<file path="src/rtl/imm_ext_pipe.sv">
// imm_ext_pipe: registered RISC-V immediate extender behind a 2-entry valid/ready elastic buffer
module imm_ext_pipe #(
  parameter int XLEN = 32
) (
  input  logic            clk,
  input  logic            rst_n,
  input  logic            in_valid,
  output logic            in_ready,
  input  logic [24:0]     inm,
  input  logic [2:0]      src,
  input  logic            flush,
  output logic            out_valid,
  input  logic            out_ready,
  output logic [XLEN-1:0] inmExt,
  output logic            out_illegal
);
  typedef enum logic [1:0] {EMPTY = 2'd0, ONE = 2'd1, FULL = 2'd2} state_t;
  state_t state, state_nxt;
  logic [XLEN:0] mem [2];
  logic wp, rp, push, pop, ill;
  logic [31:0] imm;
  logic [XLEN-1:0] ext;
  always_comb begin
    imm = src == 3'b000 ? {{20{inm[24]}}, inm[24:13]} :
          src == 3'b001 ? {{20{inm[24]}}, inm[24:18], inm[4:0]} :
          src == 3'b010 ? {{20{inm[24]}}, inm[0], inm[23:18], inm[4:1], 1'b0} :
          src == 3'b011 ? {inm[24:5], 12'b0} :
          src == 3'b100 ? {{12{inm[24]}}, inm[12:5], inm[13], inm[23:14], 1'b0} :
          src == 3'b101 ? {27'b0, inm[12:8]} : '0;
    ill = src[2] & src[1];
  end
  // every 32-bit form is already sign-correct at bit 31 (Z and illegal have it clear)
  assign ext = XLEN'($signed(imm));
  assign in_ready  = state != FULL;
  assign out_valid = state != EMPTY;
  assign push = in_valid & in_ready & ~flush;
  assign pop  = out_valid & out_ready & ~flush;
  always_comb begin
    state_nxt = flush ? EMPTY :
                (push && !pop) ? (state == EMPTY ? ONE : FULL) :
                (pop && !push) ? (state == FULL ? ONE : EMPTY) : state;
  end
  always_ff @(posedge clk or negedge rst_n) begin
    if (!rst_n) begin
      state <= EMPTY;
      wp <= 1'b0;
      rp <= 1'b0;
      for (int i = 0; i < 2; i++) mem[i] <= '0;
    end else begin
      state <= state_nxt;
      if (flush) begin
        wp <= 1'b0;
        rp <= 1'b0;
      end else begin
        if (push) begin
          mem[wp] <= {ext, ill};
          wp <= ~wp;
        end
        if (pop) rp <= ~rp;
      end
    end
  end
  assign {inmExt, out_illegal} = out_valid ? mem[rp] : '0;
endmodule

</file>
<file path="config.mk">
export PLATFORM = sky130hd
export DESIGN_NAME = imm_ext_pipe
export DESIGN_NICKNAME = d
export VERILOG_FILES = /design/src/rtl/imm_ext_pipe.sv
export SDC_FILE = /design/constraint.sdc
export NUM_CORES = 1
export LEC_CHECK = 0
export CAP_MARGIN = 20
export CORE_MARGIN = 8
export CORE_UTILIZATION = 55
export DETAILED_ROUTE_END_ITERATION = 8
export GPL_ROUTABILITY_DRIVEN = 0
export MAX_ROUTING_LAYER = met4
export PLACE_DENSITY = 0.83
export SLEW_MARGIN = 20
export SYNTH_ARGS = -nofsm -noshare
export SYNTH_HDL_FRONTEND = slang
export SYNTH_SLANG_ARGS = --single-unit
</file>
<file path="constraint.sdc">
create_clock -name clk -period 4.09 [get_ports clk]
set_clock_uncertainty 0.05 [all_clocks]
set_input_delay 0.409 -clock clk [delete_from_list [all_inputs] [get_ports clk]]
set_output_delay 0.409 -clock clk [all_outputs]
set_load 0.05 [all_outputs]
</file>
==> run metrics <==
Initial Util=0.5692; worst slew pin tran=1045 ps; first-pass GRT wire length=15,570 um; Syn Nets=384; GR Util All Layers=0.2019; DR vias=3,004; worst-skew pair later-pin latency=350 ps; 1st-pass router iterations=5; vias in the first global route=3,078; CTS buffer count=9; maximum vdd ir drop=0.2290 mV; DRC violation count after routing=0; Worst-path clk slew=70 ps; CTS Sinks=70; sequential-to-total area share from yosys stat=0.4529; register bit total from synthesis=70; post-cts sizing count=0; Layout area overhead=22.26%; Synthesis Warnings=0; final hold violation count=0; Die Width=99.86 um; DRT Wirelength=9335 um; LEAKAGE=0.001895 uW; status=finished, final reports clean; NumNets Final=438; Tcrit/Tclk final=0.7584; Root Buffer=clkbuf_8; # setup viols final=0; Die Footprint=9971 um^2; initial antenna violation count=0; Power Dens Cells=449.4 nW/um^2; # Max-Cap Violations=0; # rows=30; Setup Fix Bufs, Post-CTS=0; drt initial violations=236; I/O Buffers=67; startpoint types=flop; CP arrival=2640 ps; Post-DP HPWL=6374 um; share of cells above drive strength 1=0.1976; total power=2125 uW; Hold-fix buffers, CTS=0; largest net degree at the start of global routing=41; crit-path max FO=34; critical path data required time=3630 ps; CP Class=reg2out; CTS Buffer Depth=2; routed length per instance=18.45 um; antenna-violating nets left=0; worst min path class=in2async; Via density=5.937; fin. max-slew vios=0; RSZ-0062 raised after global routing=false; Die Y=99.86 um; CTS tree=done; Slew headroom=0.3016; Tmin final=3102 ps; Critical Path End Type=output port; average cell area after synthesis=11.02 um^2; Setup TNS Final=0 ps; Syn Inst Count=351; fmax=0.3224 GHz; Syn Std Cell Area=3867 um^2; H-tree depth=3; number of distinct library cells after synthesis=38; Ports=68; Congestion Overflow GR=0; Core Region=6794 um^2; Ant. Diodes=0
==> cell families after synthesis <==
logic type,synth area share
fa+ha+maj,0.002588
mux,0.2355
buf+inv,0.05370
simple gates,0.1440
flops,0.4529
xor+xnor,0.004530
compound gates,0.1068
==> final cells by class <==
type / count / area, um^2
repair buffers: 73 / 710.7
flip-flops and latches: 70 / 1753
well taps: 96 / 120.1
inverters: 9 / 33.78
fillers: 530 / 2066
clock buffers: 12 / 155.1
multi-input cells: 242 / 1911
clock inverters: 4 / 45.04
==> synth_stat cells (all sizes together) <==
cell    count  area share
or2         1      0.0016
nor2       37       0.036
a21oi       4      0.0052
dfrtp      70        0.45
and2        1      0.0016
nor2b       5       0.010
nand3       5      0.0065
nand3b      1      0.0019
maj3        1      0.0026
a211oi      1      0.0019
and2b       5      0.0097
nand2       1     0.00097
a21boi      1      0.0019
and4bb      1      0.0032
mux2       48        0.14
buf        20       0.035
nand4b     15       0.034
or3b        2      0.0045
nand4       4      0.0065
nor3        2      0.0084
or4bb       4       0.012
a21o        1      0.0019
nor3b       3      0.0058
mux2i      37       0.096
nand2b      1      0.0016
clkbuf     10      0.0097
a32oi       4      0.0091
a311o       1      0.0026
inv         9      0.0087
a21bo       1      0.0026
xor2        2      0.0045
a31oi      40       0.065
o21ai      13       0.017
==> per-stage QoR <==
stage                     hold slack, ps  utilization  std cells  setup slack [ps]  area (um^2)
after floorplan                    63.41            -        351              2137         3867
after global routing               95.17       0.6959        506             876.1         4728
after global placement             420.9       0.6665        490              1395         4528
final                              43.49       0.6959        506             988.2         4728
after CTS                          57.42       0.6959        506             994.6         4728
after detailed placement           432.7       0.6665        490              1383         4528
==> registers in the layout, summed over array words and instances, names as in the netlist <==
signal  count
mem        66
state       2
wp          1
rp          1
==> path summary, 6_finish.rpt <==
kind / start / end / slack (ps) / depth (start not counted)
max: rp / inmExt[30] / 990 / 3
min: rst_n / state[1] / 40 / 1
max reg2reg: wp / mem[28] / 1960 / 4
min reg2reg: mem[1] / mem[1] / 460 / 1
max in group asynchronous: rst_n / mem[40] / 2990 / 2
min in group clk: mem[1] / mem[1] / 460 / 1
==> worst max-delay path, cell delays in order, from the launching register on <==
cell and delay [ps]:
dfrtp_2 1050, mux2i_1 250, nor2_1 140, clkdlybuf4s50_1 820
==> layout by cell type, fill, tap and decap left out, types with 5 or more instances in the layout <==
| cell type | instances |
|---|---|
| and2b_1 | 5 |
| clkbuf_8 | 11 |
| clkdlybuf4s50_1 | 66 |
| nand4b_1 | 15 |
| buf_4 | 6 |
| mux2i_1 | 37 |
| inv_1 | 8 |
| a31oi_1 | 40 |
| nand3_1 | 5 |
| o21ai_0 | 13 |
| dfrtp_1 | 69 |
| mux2_2 | 48 |
| nor2_1 | 36 |
==> power breakdown <==
part	switching, uW	leakage, uW	internal (uW)	total, uW
sequential	100	0.000875	847	947
clock	259	0.000106	312	571
combinational	331	0.000914	275	607
==> layer usage <==
layer  vias up  wire, um  global-route usage
met2       104      4437              0.3043
met1      1485      4108              0.2528
met4         0       204             0.08498
met3        18       585             0.05121
met5         -         0                   -
li1       1397         -                   -
Power figures use the tool's default switching activity.
